**src/rtl/huffman_symbol_decoder.sv**
```systemverilog
// ---------------------------------------------------------------------------
// huffman_symbol_decoder
//
// Walks a Huffman tree held in the tree builder's memory, one compressed bit
// per input handshake, and emits one decoded symbol per leaf reached.
// Each code bit costs two cycles: FETCH presents the tree address and accepts
// the bit, LOOKUP examines the entry returned by the synchronous RAM.
//
// Tree entry encoding: values below NUMCODES are leaves (the symbol itself);
// values NUMCODES+n point to internal node n, whose two children live at
// addresses {n, 0} and {n, 1}.
//
// Ports
//   clk          clock, rising edge
//   rst          synchronous active-high reset
//   istart       synchronous clear back to IDLE (also clears error)
//   tree_ready   builder done; tree read port valid while high
//   tree_rdaddr  tree read address {treepos, ibit}, zero outside FETCH
//   tree_rddata  tree entry, one cycle after tree_rdaddr
//   ivalid/ibit  compressed input bit stream
//   iready       bit accepted on ivalid & iready
//   ovalid       decoded symbol valid
//   osymbol      decoded symbol, held until taken
//   oready       symbol taken on ovalid & oready
//   error        sticky malformed-code flag
// ---------------------------------------------------------------------------
module huffman_symbol_decoder #(
    parameter int NUMCODES  = 288,
    parameter int BITLENGTH = 15,
    parameter int OUTWIDTH  = 10,
    parameter int AW        = $clog2(2 * NUMCODES - 1)
) (
    input  logic                clk,
    input  logic                rst,
    input  logic                istart,
    input  logic                tree_ready,
    output logic [AW-1:0]       tree_rdaddr,
    input  logic [OUTWIDTH-1:0] tree_rddata,
    input  logic                ivalid,
    input  logic                ibit,
    output logic                iready,
    output logic                ovalid,
    output logic [OUTWIDTH-1:0] osymbol,
    input  logic                oready,
    output logic                error
);

    localparam int DW = $clog2(BITLENGTH + 1);

    localparam logic [OUTWIDTH-1:0] NC_LEAF  = OUTWIDTH'(NUMCODES);
    localparam logic [AW-1:0]       NC_BASE  = AW'(NUMCODES);
    localparam logic [AW-1:0]       NC_LIMIT = AW'(NUMCODES - 1);
    localparam logic [DW-1:0]       MAX_LEN  = DW'(BITLENGTH);

    typedef enum logic [2:0] {
        S_IDLE,
        S_FETCH,
        S_LOOKUP,
        S_OUT,
        S_ERR
    } state_t;

    state_t              r_state;
    logic [AW-2:0]       r_treepos;
    logic [DW-1:0]       r_depth;
    logic                r_ovalid;
    logic [OUTWIDTH-1:0] r_osymbol;
    logic                r_error;

    logic                w_fetch;
    logic                w_leaf;
    logic [AW-1:0]       w_node;
    logic                w_bad;

    assign w_fetch = (r_state == S_FETCH);

    // Input handshake depends only on state and tree_ready, never on oready.
    assign iready      = w_fetch & tree_ready;
    assign tree_rdaddr = w_fetch ? {r_treepos, ibit} : '0;

    assign w_leaf = (tree_rddata < NC_LEAF);
    assign w_node = AW'(tree_rddata) - NC_BASE;

    // A child index at or beyond NUMCODES-1 cannot exist in a tree of
    // NUMCODES leaves; checking it before loading treepos keeps the
    // truncated upper bits from ever wrapping into a legal-looking node.
    assign w_bad = (w_node >= NC_LIMIT) || (r_depth == MAX_LEN);

    assign ovalid  = r_ovalid;
    assign osymbol = r_osymbol;
    assign error   = r_error;

    always_ff @(posedge clk) begin
        if (rst || istart) begin
            r_state   <= S_IDLE;
            r_treepos <= '0;
            r_depth   <= '0;
            r_ovalid  <= 1'b0;
            r_osymbol <= '0;
            r_error   <= 1'b0;
        end else begin
            case (r_state)
                S_IDLE: begin
                    r_treepos <= '0;
                    r_depth   <= '0;
                    if (tree_ready) begin
                        r_state <= S_FETCH;
                    end
                end

                S_FETCH: begin
                    if (!tree_ready) begin
                        r_state <= S_IDLE;
                    end else if (ivalid) begin
                        r_depth <= r_depth + DW'(1);
                        r_state <= S_LOOKUP;
                    end
                end

                // tree_rddata holds the entry addressed in the accept cycle.
                S_LOOKUP: begin
                    if (!tree_ready) begin
                        r_state <= S_IDLE;
                    end else if (w_leaf) begin
                        r_osymbol <= tree_rddata;
                        r_ovalid  <= 1'b1;
                        r_state   <= S_OUT;
                    end else if (w_bad) begin
                        r_error <= 1'b1;
                        r_state <= S_ERR;
                    end else begin
                        r_treepos <= w_node[AW-2:0];
                        r_state   <= S_FETCH;
                    end
                end

                // Symbol already captured, so tree_ready is not watched here.
                S_OUT: begin
                    if (oready) begin
                        r_ovalid  <= 1'b0;
                        r_treepos <= '0;
                        r_depth   <= '0;
                        r_state   <= S_FETCH;
                    end
                end

                S_ERR: begin
                    r_state <= S_ERR;
                end

                default: begin
                    r_state <= S_IDLE;
                end
            endcase
        end
    end

endmodule

```
**config.mk**
```make
export PLATFORM = sky130hd
export DESIGN_NAME = huffman_symbol_decoder
export DESIGN_NICKNAME = d
export VERILOG_FILES = /design/src/rtl/huffman_symbol_decoder.sv
export SDC_FILE = /design/constraint.sdc
export NUM_CORES = 1
export LEC_CHECK = 0
export BUFFER_PORTS_ARGS = -buffer_cell sky130_fd_sc_hd__buf_2
export CAP_MARGIN = 20
export CORE_AREA = 2 2 54 56
export CTS_CLUSTER_SIZE = 8
export DETAILED_ROUTE_END_ITERATION = 10
export DIE_AREA = 0 0 56 58
export GPL_TIMING_DRIVEN = 0
export PLACE_DENSITY = 0.82
export SETUP_SLACK_MARGIN = 0.15
export SKIP_LAST_GASP = 1
export SLEW_MARGIN = 20
export SYNTH_ARGS = -nofsm -noshare
export SYNTH_HDL_FRONTEND = slang
export SYNTH_SLANG_ARGS = --single-unit
```
**constraint.sdc**
```tcl
create_clock -name clk -period 3.27 [get_ports clk]
set_clock_uncertainty 0.1 [all_clocks]
set_input_delay 0.327 -clock clk [delete_from_list [all_inputs] [get_ports clk]]
set_output_delay 0.327 -clock clk [all_outputs]
set_load 0.005 [all_outputs]
```
# Yosys cells after proc, flatten, opt, wreduce, memory -nomap -nowiden
# Index checks and enable logic that the tools add are counted.
# word_totals
ff_bits	28
wordCells	60
out_inout_bits	23
inputBits	17
# op_classes
n_mux	22
addsub	2
n_bitwise	2
n_eq_ne	14
n_lt_le_gt_ge	2
reduce_logical	12
# ops
op	n
9-bit 2-to-1 mux	4
9-bit one-hot mux with 3 select lines	1
3-bit 2-to-1 mux	7
2-bit != test (second input constant)	8
3-bit one-hot mux with 5 select lines	1
4-bit 2-to-1 mux	3
4-bit one-hot mux with 3 select lines	1
4-bit AND reduction	3
10-bit by 9-bit greater-or-equal comparator with 1-bit output (second input constant)	1
10-bit by 9-bit < comparator with 1-bit output (second input constant)	1
10-bit 2-to-1 mux	1
10-bit by 9-bit subtractor with 10-bit output (second input constant)	1
3-bit by 2-bit equality test with 1-bit output (second input constant)	2
3-bit AND reduction	2
3-bit nonzero test	2
5-bit AND reduction	1
4-bit by 1-bit adder with 4-bit output (second input constant)	1
4-bit equality test (second input constant)	1
3-bit by 1-bit equality test with 1-bit output (second input constant)	1
3-bit equality test (second input constant)	1
3-bit zero test	1
1-bit 2-to-1 mux	3
3-bit != test (second input constant)	1
1-bit logical OR	2
other kinds (4)	4

# Logic depth before layout (Yosys ltp)
# Gate-level depths: netlist (run 1).
# depth
ltp_word	7
depth_mapped	8
mapped_depth_nobuf	7

# Worst setup path after synthesis (run 1)
# Ideal clock, no wire load.
# synth_timing
kind	input to register
start	in tree_rddata[5]
end	reg r_treepos[7]
t_required_ns	3.049
setup_ns	0.121
path_slack_ns	1.099
t_arrival_ns	1.950
stages	8
path_buffers	1
cell_sequence	inv_1 > ha_1 > nor2b_1 > or3_1 > a221o_2 > nor2b_4 > buf_12 > mux2_4
# synth_via
elab_chain_cells	5
elab_cells_between_ends	11
cone_classes	add/sub: 1; order compare: 2; eq/ne: 2; mux: 4; reduce/logical: 2
# synth_lines
item	line	rtl
start, declared	38	input logic [OUTWIDTH-1:0] tree_rddata,
10-bit by 9-bit subtractor with 10-bit output	82	assign w_node = AW'(tree_rddata) - NC_BASE;
10-bit by 9-bit greater-or-equal comparator with 1-bit output or 9-bit 2-to-1 mux (tied branches)	87, 128	
1-bit logical OR or 9-bit 2-to-1 mux (tied branches)	87, 124	
2-bit != test (no source line) or 9-bit 2-to-1 mux (tied branches)	n/a	
5-bit AND reduction (no source line) or 9-bit one-hot mux with 3 select lines (tied branches)	n/a	
end signal, assigned	132	r_treepos <= w_node[AW-2:0];
end, declared	64	logic [AW-2:0] r_treepos;
# Several ways; a longest one is shown, not always the timed one. The select of a mux whose other input is x is not followed.
# A chain may end at the register's enable or synchronous reset.

# Worst setup path after layout (run 1)
# layout_timing
start	reg r_state[0]
end	out tree_rdaddr[9]
# layout_via
elab_chain_cells	2
# layout_lines
item	line	rtl
start, declared	63	state_t r_state;
start signal, assigned	95	r_state <= S_IDLE;
start signal, assigned	107	r_state <= S_FETCH;
start signal, assigned	113	r_state <= S_IDLE;
3-bit by 1-bit equality test with 1-bit output	75	assign w_fetch = (r_state == S_FETCH);
10-bit 2-to-1 mux	79	assign tree_rdaddr = w_fetch ? {r_treepos, ibit} : '0;
end, declared	37	output logic [AW-1:0] tree_rdaddr,
# No other way between the ends.

==> flow_summary.yaml, run 1 <==
timing:
  finalHoldViolations: 0
  fin_setup_tns_ns: 0
  slew_headroom_pct: 55.5
  whs_ns: 0.0860
  rsz0062_at_grt: "no"
  drv_slew: 0
  worst_slew_pin_slew_ns: 0.667
  max_freq_mhz: 394
  min_period_ns: 2.54
  fin_crit_sh_pct: 77.7
  setup_violations: 0
global_route:
  grt_pass1_vias: 1231
  grt_usage_pct: 20.5
  grt_max_degree: 17
  antenna_found_initial: 0
  grt_overflow: 0
  grt_pass1_wl_um: 5310
clock_network:
  cts_hold_buf: 0
  cts_tree: "done"
  path_clk_slew_ns: 0.16
  root_buffer: "clkbuf_4"
  cts_buffer_depth: 2
  worst_skew_pair.late_latency_ns: 0.33
  post_cts_buffers: 0
  cts_resized: 0
  h-tree-depth: 1
  cts-buffers-inserted: 3
  clock_sinks: 28
route:
  wl_per_cell_um: 13.2
  drtPass1Iterations: 4
  via_per_inst: 5.36
  num_vias: 1264
  ant_nets: 0
  drc: 0
  drt_iter0_markers: 51
  totalWireLength_um: 3120
yosys:
  synth_top_area_cell: "dfxtp_1"
  synth_edf_count: 0
  synth_most_common_cell: "dfxtp_1"
  synth_ff_type: "dfxtp_1"
  synth.distinct_cells: 39
  yosysWarnings: 0
  syn_inst: 162
  avgSynthCellArea_um2: 8.76
  ys_ff_latch: 28
  synth_sequential_area_ratio_pct: 39.5
  synth.area.top_cells: "dfxtp_1, mux2i_1, nor2_1, and2_1, nand2_1"
  syn_area_mm2: 0.00142
  synth_nets: 181
  synth_top_area_share_pct: 39.5
  ys_top_cells_by_count: "dfxtp_1, nor2_1, nand2_1, mux2i_1, and2_1"
  synth_async_sr_flop_share_pct: 0
floorplanning:
  die_h_um: 58
  die-area_mm2: 0.00325
  pin_count: 40
  fp.coreArea_mm2: 0.00266
  die_w_um: 56
  start_util_pct: 53.3
  row_count: 19
layout:
  multiInputGateArea_um2: 795
  final_core_util_pct: 64.1
  drive_gt1_share_pct: 27.3
  final_cell_area_mm2: 0.00171
  syn_to_final_growth_pct: 20.2
  seq_area_um2: 561
  finalNonFillerCells: 236
  fill_cells: 236
  diodes: 0
  nNetsFinal: 225
hold_path:
  hold_class: "in2reg"
setup_path:
  cp.required_ns: 2.84
  path_max_fanout: 10
  crit_path_end_kind: "output port"
  start_kind: "flip-flop"
  setup.worst_path.class: "reg2out"
  crit_arrival_ns: 2.11
placed_design:
  dpl.cell_count: 232
  globalplace.congestion: 0.806
  placed_area_mm2: 0.00165
  portBuffers: 39
  dp.final_hpwl_um: 2380
power_and_ir_drop:
  p_per_area_mw_per_mm2: 369
  ir_drop_mv: 0.306
  p_leak_uw: 0.000709
outcome:
  outcome: "finished clean"
run:
  maxCapViolCount: 0
critical path: stages, from the launching register on:
cell      delay, ns
dfxtp_1        0.35
buf_2          0.19
nor3b_1        0.59
clkbuf_1       0.37
and2_1         0.18
buf_2          0.11
registers in the layout (all words and copies together), names as in the netlist:
signal and cells:
r_depth 4, osymbol 10, error 1, ovalid 1, r_state 3, r_treepos 9
power by group:
group	internal [uW]	switching, uW	leakage [uW]
clock	124	106	0.0000279
combinational	22.5	33.7	0.000455
sequential	342	0.276	0.000226
placed cells by master, fill, tap and decap left out, types with 2 or more instances in the layout:
| cell | netlist | final |
|---|---|---|
| dfxtp_1 | 28 | 28 |
| or3_1 | 3 | 3 |
| a21oi_1 | 5 | 5 |
| buf_2 | 2 | 41 |
| nor2b_1 | 2 | 2 |
| xnor2_1 | 2 | 2 |
| nand3b_1 | 2 | 2 |
| a311oi_1 | 2 | 2 |
| clkbuf_4 | 0 | 3 |
| nand2_1 | 21 | 21 |
| nand3_1 | 4 | 4 |
| nor2_1 | 22 | 22 |
| inv_1 | 3 | 3 |
| mux2i_1 | 18 | 18 |
| nand2b_1 | 3 | 3 |
| o21ai_0 | 4 | 4 |
| ha_1 | 2 | 2 |
| clkbuf_1 | 5 | 5 |
| and2_1 | 13 | 13 |
through the flow:
step	total power, uW	worst slack (ns)
finish	629	0.729
global route	649	0.510
CTS	633	0.730
detailed placement	406	0.859
global placement	403	0.893
floorplan	381	1.10
cells by family (layout without fill, tap and decap cells):
group	after synthesis	count (layout)	synth area share [%]
DFF	28	28	39.5
AOI/OAI and AO/OA	21	21	10.7
adders and majority gates	2	2	1.76
muxes	20	20	14.5
and+or+nand+nor	77	77	27.8
buffers and inverters	12	55	4.50
xor gates and xnor gates	2	2	1.23
final timing paths:
kind	startpoint	cells after the start	slack, ns	endpoint
min reg2reg	osymbol[9]	2	0.34	osymbol[9]
max reg2reg	r_state[1]	6	1.30	osymbol[3]
max	r_state[0]	5	0.73	tree_rdaddr[9]
min	oready	2	0.09	ovalid
routing by layer:
| metal | share of wire [%] | vias to the layer above | wire length, um | global-route usage, % |
|---|---|---|---|---|
| li1 | - | 640 | - | - |
| met1 | 43 | 579 | 1330 | 24.1 |
| met3 | 4.7 | 7 | 147 | 2.68 |
| met2 | 51 | 38 | 1590 | 36.8 |
| met4 | 2.0 | 0 | 63 | 10.2 |
| met5 | 0 | - | 0 | 0 |
cell type report:
type | instances | area share (%)
multi-input cells | 122 | 46.6
clock buffers | 3 | 1.32
flip-flops and latches | 28 | 32.9
plain buffers | 8 | 2.86
clock inverters | 1 | 1.76
inverters | 4 | 0.880
repair buffers | 39 | 11.4
well taps | 31 | 2.27
Power figures use the tool's default switching activity.
==> inputs of run 2 (changes only) <==
--- a/config.mk
+++ b/config.mk
@@ -7,12 +7,12 @@
 export LEC_CHECK = 0
 export BUFFER_PORTS_ARGS = -buffer_cell sky130_fd_sc_hd__buf_2
 export CAP_MARGIN = 20
-export CORE_AREA = 2 2 54 56
+export CORE_AREA = 2 2 59 61
 export CTS_CLUSTER_SIZE = 8
 export DETAILED_ROUTE_END_ITERATION = 10
-export DIE_AREA = 0 0 56 58
+export DIE_AREA = 0 0 61 63
 export GPL_TIMING_DRIVEN = 0
-export PLACE_DENSITY = 0.82
+export PLACE_DENSITY = 0.73
 export SETUP_SLACK_MARGIN = 0.15
 export SKIP_LAST_GASP = 1
 export SLEW_MARGIN = 20
==> constraint.sdc (replaced) <==
create_clock -name clk -period 2.3 [get_ports clk]
set_clock_uncertainty 0.1 [all_clocks]
set_input_delay 0.23 -clock clk [delete_from_list [all_inputs] [get_ports clk]]
set_output_delay 0.23 -clock clk [all_outputs]
set_load 0.005 [all_outputs]
==> flow_summary.yaml, run 2 (synthesis results as in run 1) <==
clock_network:
  post_cts_buffers: 0
  cts_hold_buf: 0
  clock_sinks: 28
  h-tree-depth: 1
  worst_skew_pair.late_latency_ns: 0.32
  root_buffer: "clkbuf_4"
  cts_buffer_depth: 2
  path_clk_slew_ns: 0.14
  cts_tree: "done"
  cts-buffers-inserted: 3
setup_path:
  crit_arrival_ns: 2.08
  max_stage_delay_ns: 0.43
  rr_startpoint: "r_depth[0]"
  cp.required_ns: 2.43
  path_max_fanout: 9
  setup.worst_path.class: "in2reg"
  crit_start: "tree_rddata[5]"
  cpMaxStageDelayCell: "a221o_2"
  start_kind: "primary input"
  critPathTopFamily: "simple AND/OR/NAND/NOR gates"
  worstPathCellList: "buf_2 -> inv_1 -> ha_1 -> nor2b_1 -> or3_1 -> a221o_2 -> nor2b_4 -> buf_12 -> mux2_4"
  path_buf_inv: 3
  crit_path_end_kind: "flip-flop"
global_route:
  grt_overflow: 0
  grt_max_degree: 16
  grt_pass1_wl_um: 5060
  grt_usage_pct: 16.9
  antenna_found_initial: 0
  grt_pass1_vias: 1149
layout:
  syn_to_final_growth_pct: 21.3
  diodes: 0
  finalNonFillerCells: 251
  drive_gt1_share_pct: 28.8
  fill_cells: 320
  largest_reg_flops: 10
  nNetsFinal: 225
  mostFrequentLayoutCells: "buf_2, dfxtp_1, nor2_1"
  final_common_cell: "buf_2"
timing:
  slew_headroom_pct: 57.5
  max_freq_mhz: 514
  fin_crit_sh_pct: 84.7
  finalHoldViolations: 0
  setup_violations: 0
  rsz0062_at_grt: "no"
  min_period_ns: 1.95
  fin_setup_tns_ns: 0
  worst_slew_pin_slew_ns: 0.637
  drv_slew: 0
  layout_setup_ws_ns: 0.353
route:
  wl_met1_um: 1440
  topRoutingLayerUsed: "met4"
  dr_wl_met2_um: 1330
  totalWireLength_um: 2920
  drc: 0
  met3RoutedLength_um: 96
  drtPass1Iterations: 4
  num_vias: 1208
  ant_nets: 0
  via_per_inst: 4.81
  drt_iter0_markers: 38
  wl_per_cell_um: 11.6
placed_design:
  dp_slack_ns: 0.00173
  dpl.cell_count: 247
  globalplace.congestion: 0.764
  portBuffers: 39
  dp.final_hpwl_um: 2280
floorplanning:
  pin_count: 40
  die_w_um: 61
  fp.coreArea_mm2: 0.00323
  die_h_um: 63
  row_count: 21
  start_util_pct: 43.9
  die-area_mm2: 0.00384
power_and_ir_drop:
  ir_drop_mv: 0.395
  p_per_area_mw_per_mm2: 467
  p_leak_uw: 0.000711
outcome:
  outcome: "finished clean"
run:
  maxCapViolCount: 0
hold_path:
  min-delay-start: "oready"
  hold_class: "in2reg"
[run 2: path summary, 6_finish.rpt]
check | to | slack [ns] | depth (start not counted)
worst max-delay path | r_treepos[7] | 0.35 | 9
worst min-delay path | ovalid | 0.02 | 2
worst max register to register | r_treepos[7] | 0.37 | 6
worst min register to register | osymbol[9] | 0.34 | 2
[run 2: repair_timing]
action / 4_1_cts / 5_1_grt
resized for setup: 1 / 5
pin swaps: 0 / 0
setup endpoints to repair: 10 / 13
[run 2: area by class of cell]
type                       count  area, um2  share of cell area, %
inverter                       4       15.0                  0.872
multi-input combinational    122        806                   46.8
tap                           46       57.6                   3.34
timing repair buffer          39        195                   11.3
buffer                         8       51.3                   2.98
sequential                    28        561                   32.6
clock buffer                   4       36.3                   2.11
[run 2: metrics by stage]
step | power [uW] | util [%] | cell area [um2] | hold WS (ns)
6_report | 804 | 53.3 | 1720 | 0.0194
5_1_grt | 837 | 53.3 | 1720 | 0.0107
4_1_cts | 811 | 53.0 | 1710 | 0.00144
3_5_place_dp | 575 | 51.7 | 1670 | 0.323
3_3_place_gp | 575 | 51.7 | 1670 | 0.318
2_1_floorplan | 541 | - | 1420 | 0.226
[run 2: layer usage]
layer	up-vias	global-route usage [%]
met3	6	1.86
met4	0	5.71
li1	639	-
met1	540	23.2
met2	23	27.2
met5	-	0
[run 2: power by group]
group          switching [uW]  internal (uW)  total, uW  leakage (uW)
logic                    46.6           32.8       79.4      0.000464
clock network             141           96.8        238     0.0000210
registers               0.306            486        487      0.000226
total                     188            616        804      0.000711
==> inputs of run 3 (changes only) <==
--- a/config.mk
+++ b/config.mk
@@ -5,14 +5,15 @@
 export SDC_FILE = /design/constraint.sdc
 export NUM_CORES = 1
 export LEC_CHECK = 0
+export ABC_AREA = 1
 export BUFFER_PORTS_ARGS = -buffer_cell sky130_fd_sc_hd__buf_2
 export CAP_MARGIN = 20
-export CORE_AREA = 2 2 59 61
+export CORE_AREA = 2 2 57 59
 export CTS_CLUSTER_SIZE = 8
 export DETAILED_ROUTE_END_ITERATION = 10
-export DIE_AREA = 0 0 61 63
+export DIE_AREA = 0 0 59 61
 export GPL_TIMING_DRIVEN = 0
-export PLACE_DENSITY = 0.73
+export PLACE_DENSITY = 0.76
 export SETUP_SLACK_MARGIN = 0.15
 export SKIP_LAST_GASP = 1
 export SLEW_MARGIN = 20
==> constraint.sdc (replaced) <==
create_clock -name clk -period 1.9 [get_ports clk]
set_clock_uncertainty 0.1 [all_clocks]
set_input_delay 0.19 -clock clk [delete_from_list [all_inputs] [get_ports clk]]
set_output_delay 0.19 -clock clk [all_outputs]
set_load 0.005 [all_outputs]
==> flow_summary.yaml, run 3 <==
yosys:
  synth_sequential_area_ratio_pct: 37.9
  synth_nets: 224
  avgSynthCellArea_um2: 7.21
  yosys.area_share.simple_pct: 33.4
  synth.distinct_cells: 31
  syn_inst: 205
  ys_top_cells_by_count: "nor2_1, nand2_1, dfxtp_1, inv_1"
  synth.area.top_cells: "dfxtp_1, nor2_1, nand2_1, inv_1, a21oi_2"
  synth_edf_count: 0
  synth_adder_area_share_pct: 1.69
  muxShareOfSynthArea_pct: 0
  synth_most_common_cell: "nor2_1"
  synth_top_area_cell: "dfxtp_1"
  synth_ff_type: "dfxtp_1"
  ys_ff_latch: 28
  syn_area_mm2: 0.00148
  synth_xor_area_share_pct: 0.593
  synth_compound_area_share_pct: 15.6
  yosysWarnings: 0
  synth_top_family_by_area: "simple AND/OR/NAND/NOR gates"
  synth_top_area_share_pct: 37.9
  synth_async_sr_flop_share_pct: 0
floorplanning:
  die-area_mm2: 0.00360
  row_count: 20
  fp.coreArea_mm2: 0.00295
  pin_count: 40
  die_h_um: 61
  die_w_um: 59
  start_util_pct: 50.0
timing:
  min_period_ns: 1.62
  slew_headroom_pct: 57.9
  worst_slew_pin_slew_ns: 0.632
  max_freq_mhz: 616
  fin_crit_sh_pct: 85.4
  setup_violations: 0
  rsz0062_at_grt: "no"
  finalHoldViolations: 0
  drv_slew: 0
  fin_setup_tns_ns: 0
global_route:
  antenna_found_initial: 0
  grt_usage_pct: 18.4
  grt_max_degree: 15
  grt_pass1_vias: 1223
  grt_overflow: 0
  grt_pass1_wl_um: 5090
power_and_ir_drop:
  ir_drop_mv: 0.331
  p_leak_uw: 0.000794
  p_per_area_mw_per_mm2: 535
  power.total_uw: 961
clock_network:
  worst_skew_pair.late_latency_ns: 0.32
  path_clk_slew_ns: 0.15
  root_buffer: "clkbuf_4"
  h-tree-depth: 1
  cts_hold_buf: 0
  cts-buffers-inserted: 3
  clock_sinks: 28
  cts_tree: "done"
  cts_buffer_depth: 2
layout:
  final_common_cell: "buf_2"
  largest_reg_flops: 10
  fill_cells: 294
  mostFrequentLayoutCells: "buf_2, nor2_1, nand2_1"
  drive_gt1_share_pct: 34.9
  diodes: 0
  nNetsFinal: 273
  syn_to_final_growth_pct: 21.6
route:
  drc: 0
  ant_nets: 0
  via_per_inst: 4.93
  drt_iter0_markers: 48
  drtPass1Iterations: 4
  wl_per_cell_um: 10.9
  totalWireLength_um: 3090
  num_vias: 1404
placed_design:
  dp.final_hpwl_um: 2290
  portBuffers: 39
  globalplace.congestion: 0.840
setup_path:
  setup.worst_path.class: "reg2reg"
  crit_path_end_kind: "flip-flop"
  cp.required_ns: 2.00
  path_max_fanout: 9
  crit_arrival_ns: 1.72
  start_kind: "flip-flop"
hold_path:
  hold_class: "in2reg"
run:
  maxCapViolCount: 0
outcome:
  outcome: "finished clean"
## run 3: changes by cell type in the layout (fill, tap and decap cells not counted), moves of 10 or more
cell / change
a21oi_2: +10
and2_1: -13
inv_1: +24
mux2i_1: -18
nand2_2: +12
nor2_1: +10
## run 3: final cells by class
class / count / area (um2) / share of cell area, %
buffer: 4 / 23.8 / 1.32
clock buffer: 3 / 22.5 / 1.25
inverter: 35 / 140 / 7.80
multi-input combinational: 138 / 764 / 42.5
sequential: 28 / 569 / 31.7
tap: 33 / 41.3 / 2.30
timing repair buffer: 43 / 229 / 12.7
timing repair inverter: 1 / 6.26 / 0.348
## run 3: critical path, cell delays in order, from the launching register on
cell	delay [ns]
dfxtp_1	0.40
ha_1	0.20
nand3_1	0.09
nand2_1	0.07
nor2_1	0.04
nand2_1	0.12
clkinv_1	0.22
nand4_1	0.19
a21oi_2	0.06
## run 3: path summary, 6_finish.rpt
check / slack (ns) / end / cells past startpoint / from
worst min register to register: 0.35 / osymbol[9] / 2 / osymbol[9]
worst min-delay path: 0.04 / osymbol[7] / 3 / tree_rddata[7]
worst max-delay path: 0.28 / r_treepos[1] / 8 / r_depth[0]
worst max register to register: 0.28 / r_treepos[1] / 8 / r_depth[0]
## run 3: logic make-up after synthesis
group                    after synthesis
AO/OA/AOI/OAI                         37
XOR/XNOR                               1
flip-flops                            28
adder cells (fa/ha/maj)                2
AND/OR/NAND/NOR                       98
buffers and inverters                 39
## run 3: repair_timing
| action | 4_1_cts | 5_1_grt |
|---|---|---|
| buffers inserted | 3 | 1 |
| pin swaps | 1 | 2 |
| resized for setup | 5 | 6 |
| cloned | 1 | 0 |
| endpoints found under the setup margin | 11 | 29 |
## run 3: power breakdown
part | switching (uW) | internal (uW)
clock | 168 | 74.4
sequential | 1.84 | 588
combinational | 83.1 | 46.1
## run 3: through the flow
step           setup WS, ns  area [um2]  hold WS (ns)  utilization (%)  std cells
2_1_floorplan         0.455        1480         0.238                -        205
3_3_place_gp          0.139        1710         0.328             58.1        277
3_5_place_dp         0.0948        1710         0.336             58.1        277
4_1_cts               0.172        1780        0.0303             60.3        284
5_1_grt               0.156        1800        0.0469             60.8        285
6_report              0.278        1800        0.0363             60.8        285
## run 3: metal layers
metal / vias to the layer above / track usage, % / part of all wire, %
met3: 4 / 1.92 / 3.0
li1: 750 / - / -
met5: - / 0 / 0
met4: 0 / 7.79 / 1.0
met2: 27 / 30.6 / 47
met1: 623 / 24.5 / 49
